--- config.mk ---
export PLATFORM = sky130hd
export DESIGN_NAME = obi_ssram_arbiter_flat
export DESIGN_NICKNAME = d
export VERILOG_FILES = /design/src/rtl/obi_ssram_arbiter_pkg.sv /design/src/rtl/obi_ssram_arbiter_if.sv /design/src/rtl/obi_ssram_arbiter.sv /design/src/flat_wrapper.sv
export SDC_FILE = /design/constraint.sdc
export NUM_CORES = 1
export LEC_CHECK = 0
export BUFFER_PORTS_ARGS = -buffer_cell sky130_fd_sc_hd__buf_4
export CAP_MARGIN = 20
export CORE_AREA = 2 2 111 113
export DETAILED_ROUTE_END_ITERATION = 7
export DIE_AREA = 0 0 113 115
export GPL_TIMING_DRIVEN = 0
export SLEW_MARGIN = 20
export SYNTH_ARGS = -nofsm -noshare
export SYNTH_HDL_FRONTEND = slang
export SYNTH_SLANG_ARGS = --single-unit
export TNS_END_PERCENT = 100
--- constraint.sdc ---
create_clock -name CLK -period 1.56 [get_ports CLK]
set_input_delay 0.156 -clock CLK [delete_from_list [all_inputs] [get_ports CLK]]
set_output_delay 0.156 -clock CLK [all_outputs]
set_load 0.01 [all_outputs]
--- src/rtl/obi_ssram_arbiter_pkg.sv ---
// obi_ssram_arbiter_pkg: shared types and byte-merge helper for the SSRAM arbiter
package riscv_pkg;

    typedef enum logic {IDLE, RMW} arb_state_e;
    typedef enum logic {OWN_FETCH, OWN_LSU} arb_owner_e;

    // pending response: valid flag plus whether the access was a read
    typedef struct packed {
        logic valid;
        logic read;
    } rsp_t;

    localparam logic [3:0] BE_FULL = 4'hF;

    function automatic logic [31:0] byte_merge(input logic [31:0] old_w, input logic [31:0] new_w, input logic [3:0] be);
        logic [31:0] res;
        res = old_w;
        for (int i = 0; i < 4; i++) res[8*i +: 8] = be[i] ? new_w[8*i +: 8] : old_w[8*i +: 8];
        return res;
    endfunction

endpackage

--- src/rtl/obi_ssram_arbiter_if.sv ---
// obi_ssram_arbiter_if: fetch and LSU OBI ports plus the single-port SRAM bus
interface obi_ssram_arbiter_if #(parameter int MEM_AW = 10);
    logic              f_req, f_we, f_gnt, f_rvalid;
    logic [31:0]       f_addr, f_wdata, f_rdata;
    logic [3:0]        f_be;
    logic              l_req, l_we, l_gnt, l_rvalid;
    logic [31:0]       l_addr, l_wdata, l_rdata;
    logic [3:0]        l_be;
    logic              csb, web;
    logic [MEM_AW-1:0] addr;
    logic [31:0]       din, dout;

    modport slave (
        input  f_req, f_we, f_addr, f_be, f_wdata,
        input  l_req, l_we, l_addr, l_be, l_wdata,
        input  dout,
        output f_gnt, f_rvalid, f_rdata, l_gnt, l_rvalid, l_rdata,
        output csb, web, addr, din
    );

    modport master (
        output f_req, f_we, f_addr, f_be, f_wdata,
        output l_req, l_we, l_addr, l_be, l_wdata,
        output dout,
        input  f_gnt, f_rvalid, f_rdata, l_gnt, l_rvalid, l_rdata,
        input  csb, web, addr, din
    );
endinterface

--- src/rtl/obi_ssram_arbiter.sv ---
// obi_ssram_arbiter: shares one SSRAM port between fetch and LSU, with read-modify-write for partial writes
module obi_ssram_arbiter
    import riscv_pkg::*;
#(
    parameter bit RR_EN  = 1'b1,
    parameter int MEM_AW = 10
) (
    input logic              CLK,
    input logic              RSTn,
    obi_ssram_arbiter_if.slave bus
);

    arb_state_e  state_q, state_d;
    arb_owner_e  owner_q, owner_d, last_q, last_d, sel, mux_own;
    rsp_t        rsp_q, rsp_d;
    logic        grant, partial, rmw, cur_we;
    logic [31:0] cur_addr, cur_wdata;
    logic [3:0]  cur_be;
    logic        unused_addr;

    // arbitration, owner mux and next-state; outputs are gated by RSTn so reset acts immediately
    always_comb begin
        rmw       = state_q == RMW;
        sel       = (bus.l_req && (!bus.f_req || !RR_EN || last_q == OWN_FETCH)) ? OWN_LSU : OWN_FETCH;
        grant     = RSTn && !rmw && (bus.f_req || bus.l_req);
        mux_own   = rmw ? owner_q : sel;
        cur_we    = mux_own == OWN_LSU ? bus.l_we    : bus.f_we;
        cur_addr  = mux_own == OWN_LSU ? bus.l_addr  : bus.f_addr;
        cur_be    = mux_own == OWN_LSU ? bus.l_be    : bus.f_be;
        cur_wdata = mux_own == OWN_LSU ? bus.l_wdata : bus.f_wdata;
        partial   = cur_we && cur_be != BE_FULL;
        state_d   = (grant && partial) ? RMW : IDLE;
        owner_d   = grant ? sel : owner_q;
        last_d    = grant ? sel : last_q;
        rsp_d     = rsp_t'{grant, !cur_we};
    end

    assign bus.f_gnt    = grant && sel == OWN_FETCH;
    assign bus.l_gnt    = grant && sel == OWN_LSU;
    assign bus.f_rvalid = rsp_q.valid && owner_q == OWN_FETCH;
    assign bus.l_rvalid = rsp_q.valid && owner_q == OWN_LSU;
    assign bus.f_rdata  = (bus.f_rvalid && rsp_q.read) ? bus.dout : 32'h0;
    assign bus.l_rdata  = (bus.l_rvalid && rsp_q.read) ? bus.dout : 32'h0;
    assign bus.csb      = !(grant || rmw);
    assign bus.web      = rmw ? 1'b0 : !(grant && cur_we && !partial);
    assign bus.addr     = RSTn ? cur_addr[MEM_AW+1:2] : '0;
    assign bus.din      = !RSTn ? 32'h0 : rmw ? byte_merge(bus.dout, cur_wdata, cur_be) : cur_wdata;
    assign unused_addr  = ^{cur_addr[31:MEM_AW+2], cur_addr[1:0]};

    // state, owner, last-granted and pending-response registers
    always_ff @(posedge CLK or negedge RSTn) begin
        if (!RSTn) begin
            state_q <= IDLE;
            owner_q <= OWN_FETCH;
            last_q  <= OWN_LSU;
            rsp_q   <= '0;
        end else begin
            state_q <= state_d;
            owner_q <= owner_d;
            last_q  <= last_d;
            rsp_q   <= rsp_d;
        end
    end

endmodule

--- src/flat_wrapper.sv ---
// flat-port wrapper written by rule: the top's interface ports become plain ports
module obi_ssram_arbiter_flat import riscv_pkg::*;
#(
    parameter bit RR_EN  = 1'b1,
    parameter int MEM_AW = 10
)
  (CLK, RSTn, bus_f_req, bus_f_we, bus_f_addr, bus_f_be, bus_f_wdata, bus_l_req, bus_l_we, bus_l_addr, bus_l_be, bus_l_wdata, bus_dout, bus_f_gnt, bus_f_rvalid, bus_f_rdata, bus_l_gnt, bus_l_rvalid, bus_l_rdata, bus_csb, bus_web, bus_addr, bus_din);
  obi_ssram_arbiter_if #(.MEM_AW(MEM_AW)) bus_i ();
  input logic CLK;
  input logic RSTn;
  input wire logic [$bits(bus_i.f_req)-1:0] bus_f_req;
  input wire logic [$bits(bus_i.f_we)-1:0] bus_f_we;
  input wire logic [$bits(bus_i.f_addr)-1:0] bus_f_addr;
  input wire logic [$bits(bus_i.f_be)-1:0] bus_f_be;
  input wire logic [$bits(bus_i.f_wdata)-1:0] bus_f_wdata;
  input wire logic [$bits(bus_i.l_req)-1:0] bus_l_req;
  input wire logic [$bits(bus_i.l_we)-1:0] bus_l_we;
  input wire logic [$bits(bus_i.l_addr)-1:0] bus_l_addr;
  input wire logic [$bits(bus_i.l_be)-1:0] bus_l_be;
  input wire logic [$bits(bus_i.l_wdata)-1:0] bus_l_wdata;
  input wire logic [$bits(bus_i.dout)-1:0] bus_dout;
  output wire logic [$bits(bus_i.f_gnt)-1:0] bus_f_gnt;
  output wire logic [$bits(bus_i.f_rvalid)-1:0] bus_f_rvalid;
  output wire logic [$bits(bus_i.f_rdata)-1:0] bus_f_rdata;
  output wire logic [$bits(bus_i.l_gnt)-1:0] bus_l_gnt;
  output wire logic [$bits(bus_i.l_rvalid)-1:0] bus_l_rvalid;
  output wire logic [$bits(bus_i.l_rdata)-1:0] bus_l_rdata;
  output wire logic [$bits(bus_i.csb)-1:0] bus_csb;
  output wire logic [$bits(bus_i.web)-1:0] bus_web;
  output wire logic [$bits(bus_i.addr)-1:0] bus_addr;
  output wire logic [$bits(bus_i.din)-1:0] bus_din;
  assign bus_i.f_req = bus_f_req;
  assign bus_i.f_we = bus_f_we;
  assign bus_i.f_addr = bus_f_addr;
  assign bus_i.f_be = bus_f_be;
  assign bus_i.f_wdata = bus_f_wdata;
  assign bus_i.l_req = bus_l_req;
  assign bus_i.l_we = bus_l_we;
  assign bus_i.l_addr = bus_l_addr;
  assign bus_i.l_be = bus_l_be;
  assign bus_i.l_wdata = bus_l_wdata;
  assign bus_i.dout = bus_dout;
  assign bus_f_gnt = bus_i.f_gnt;
  assign bus_f_rvalid = bus_i.f_rvalid;
  assign bus_f_rdata = bus_i.f_rdata;
  assign bus_l_gnt = bus_i.l_gnt;
  assign bus_l_rvalid = bus_i.l_rvalid;
  assign bus_l_rdata = bus_i.l_rdata;
  assign bus_csb = bus_i.csb;
  assign bus_web = bus_i.web;
  assign bus_addr = bus_i.addr;
  assign bus_din = bus_i.din;
  obi_ssram_arbiter #(.RR_EN(RR_EN), .MEM_AW(MEM_AW)) u_core (.CLK(CLK), .RSTn(RSTn), .bus(bus_i));
endmodule
==> summary.txt <==
Status
  • Status: complete, but fails checks
  • Failing checks: design-rule violations, negative setup slack

Finish
  • Fill cells: 1269
  • Antenna diode count: 0
  • Reg area: 126 um2
  • Multi-input gate area: around 1600 um2
  • Layout Nets: 737
  • Finished Layout Cells: 709
  • Layout overhead on the synthesized area: 164%
  • Share of cells above drive strength 1: between 60% and 70%

Power
  • Clock share of power: 18.1%
  • PwrDens: 526 nW/um2
  • Internal: 0.00147 W
  • Sequential share of power: roughly 7%
  • Logic pwr share: 74.9%
  • VDD IR max: 899 uV
  • Switch share: ~37%
  • Leakage: 2.26 nW
  • Switching Power: 0.000861 W

Timing
  • Fin crit period: 1.95 ns
  • Clock Skew: 0.00207 ns
  • Total negative slack: -17.65 ns
  • RSZ-0062 raised after global routing: yes
  • Actual slew at the worst max-slew pin: 0.423 ns
  • Worst hold slack: 0.138 ns
  • Final WS setup: -0.386 ns
  • Tcrit/Tclk final: 125%
  • Final slew viol count: 0
  • Setup Viol. Count Final: about 110
  • Rel. slew slack: 71.8%
  • Fmax: 0.514 GHz
  • Fin. Hold Viols: 0

Route
  • Vias/cell: between 4 and 5
  • # DRC: 18
  • DR WL/cell: 15.2 um
  • Via Count: 3109
  • First-pass DRT Iterations: 6
  • Remaining antenna violation count: 0
  • 1st-iter DRT viols: 144
  • Final Routed Wirelength: 10800 um

Place
  • Dpl ws: -0.336 ns
  • DP Cell Count: 679
  • Final HPWL from detailed placement: 8260 um
  • Gpl congestion: 0.846
  • PortBufs: 241

Synthesis
  • Post-synth net total: roughly 470
  • Main synth FF type: dfrtp_1
  • Commonest cells in the synthesized netlist: nand2_1 (90), and2_1 (66), o21ai_0 (33)
  • Syn avg cell area: 5.76 um2
  • Share of the synthesized area in the top cell type: 24.6%
  • Synth area leader: and2_1
  • Async SR Flop Fraction: 100%
  • Post-synthesis mux area share: 2.99%
  • Seq/Total Area, Yosys: 7.54%
  • Synth Register Bits: 5
  • Adder and majority gate portion of the synthesized area: 0%
  • Count of cell types in the netlist: 27
  • EDFF count, synth: 0
  • Mapped Area: 1680 um2
  • Largest cells by area after synthesis: and2_1 (25%), nand2_1 (20%), a31oi_1 (12%)
  • Compound-Gate Fraction of Synth Area: a little under a third
  • Largest family of logic cells by synthesized area: simple AND/OR/NAND/NOR gates
  • Mapped Cells: 291
  • YS warnings: 0
  • Simple-Gate Fraction of Synth Area: 49.2%
  • XOR/XNOR Fraction of Synth Area: 0%
  • Most common cell in the netlist: nand2_1

Worst setup path
  • Critical Path Start: u_core.last_q
  • CP Capture Point: bus_din[7]
  • R2R depth: 8
  • R2r setup slk: about 0.040 ns
  • Cell-by-cell trace of the critical path: a21bo_4 -> o21a_1 -> buf_6 -> buf_8 -> nand2_1 -> a31oi_2 -> buf_4
  • Reg2Reg Launch Point: u_core.last_q
  • Worst path slowest cell: dfstp_2
  • R2r endpoint: u_core.rsp_q[0]
  • Crit end category: output port
  • Worst Path Max Fanout: 10
  • Required time worst endpoint: 1.40 ns
  • Arr. time, crit path: 1.79 ns
  • CP startpoint kind: flip-flop
  • Max incr delay on CP: 0.53 ns
  • Crit Path Category: flip-flop to output port

Clock network
  • CTS root buffer: clkbuf_16
  • TritonCTS Sinks: 5
  • CTS buffer count: 3
  • Deepest clock path buffer count: 2
  • H-tree depth: 1
  • Worst skew pair latency: between 0.2 and 0.25 ns
  • Worst-path clk slew: 0.03 ns
  • TritonCTS clock tree: built

Min path
  • Worst hold-check path type: input pin to flip-flop

Die
  • Rows: 40
  • Core area: 11800 um2
  • Die ar.: 13000 um2
  • Horiz. Die Dim: 113 um
  • Die Y: 115 um
  • Top-Level Pins: 286
  • Starting utilization of the core area: 14.2%

Global route
  • Gr usage total: 14.5%
  • Initial antenna violation count: 0
  • Global-route wire length before repair: about 15000 um
  • Met2 Track Usage GR: a little over a quarter
  • Met3 Use GR: 1.16%
  • Vias in the first global route: 2953
  • GR Overflow Total: 0
  • Global routing met1 resource utilization: 18.7%
  • Pin count of the biggest net entering global routing: 11
  • Most used routing layer: met2

Job
  • Max-cap violation count: 0
[worst max-delay path: cells and delay by family (launching register included)]
family                 cells  cell delay [ns]
AND/OR/NAND/NOR            1             0.08
AO/OA/AOI/OAI              3             0.50
flip-flops                 1             0.53
buffers and inverters      3             0.44
[worst min path at each step]
stage	startpoint	depth (start not counted)	end	slack, ns
floorplan	RSTn	0	u_core.owner_q	-0.14
global placement	RSTn	1	u_core.rsp_q[1]	0.006
detailed placement	RSTn	1	u_core.rsp_q[1]	0.007
CTS	bus_l_we	2	u_core.rsp_q[0]	0.13
global route	bus_l_we	2	u_core.rsp_q[0]	0.14
finish	bus_l_we	2	u_core.rsp_q[0]	0.14
[placed cells by master (no fill, tap or decap), drive strengths merged]
cell type,instances
dfrtp,4
nor2b,2
and2,66
dlygate4sd3,1
inv,3
a31oi,32
o21ba,1
nand3,2
mux2i,5
buf,286
a21bo,1
a21o,1
dfstp,1
nand4,2
and3,1
nand2,90
a21oi,2
o21ai,34
o21a,1
a21boi,10
nor2,7
or2,1
clkbuf,9
[per-layer routing]
metal  share of wire (%)  vias up
met2                  52      129
met1                  41     1452
met5                   0        -
met4                0.59        0
li1                    -     1520
met3                 6.2        8
[final cells by class]
type / instances / share of cell area (%)
Sequential cell: 5 / 2.85
Timing Repair Buffer: 268 / 49.5
Buffer: 24 / 6.29
Tap cell: 147 / 4.15
Multi-Input combinational cell: 258 / 35.1
Inverter: 3 / 0.254
Clock buffer: 4 / 1.78
[power groups by stage]
| stage | registers (W) | clock network [W] | logic, W |
|---|---|---|---|
| after floorplan | 0.000160 | 0 | 0.000621 |
| after global placement | 0.000161 | 0 | 0.00136 |
| after detailed placement | 0.000162 | 0 | 0.00137 |
| after CTS | 0.000163 | 0.000428 | 0.00161 |
| after global routing | 0.000167 | 0.000439 | 0.00188 |
| final | 0.000163 | 0.000422 | 0.00175 |
[sequential cells by signal, summed over array words and instances, names as in the netlist]
register / flops
u_core.owner_q: 1
u_core.rsp_q: 2
u_core.last_q: 1
u_core.rmw: 1
[logic make-up (layout without fill, tap and decap cells)]
kind of cell	after synthesis	after routing
AO/OA/AOI/OAI	82	82
buffers and inverters	28	299
AND/OR/NAND/NOR	171	171
flip-flops	5	5
multiplexers	5	5
[per-stage QoR]
step | area [um2] | power, W | utilization (%)
final | 4430 | 0.00233 | 37.5
after detailed placement | 3670 | 0.00154 | 31.1
after global routing | 4430 | 0.00249 | 37.5
after CTS | 4170 | 0.00220 | 35.3
after floorplan | 1680 | 0.000780 | -
after global placement | 3670 | 0.00152 | 31.1
[timing repair]
action                     in CTS  in global routing
setup buffers                  15                  9
gates resized for setup        82                 56
hold buffers                    1                  0
pin swaps                      22                 10
gates cloned                    2                  1
setup endpoints to repair     109                106
hold endpoints to repair        5                  0
Note: power is estimated with default switching activity, not from simulation.
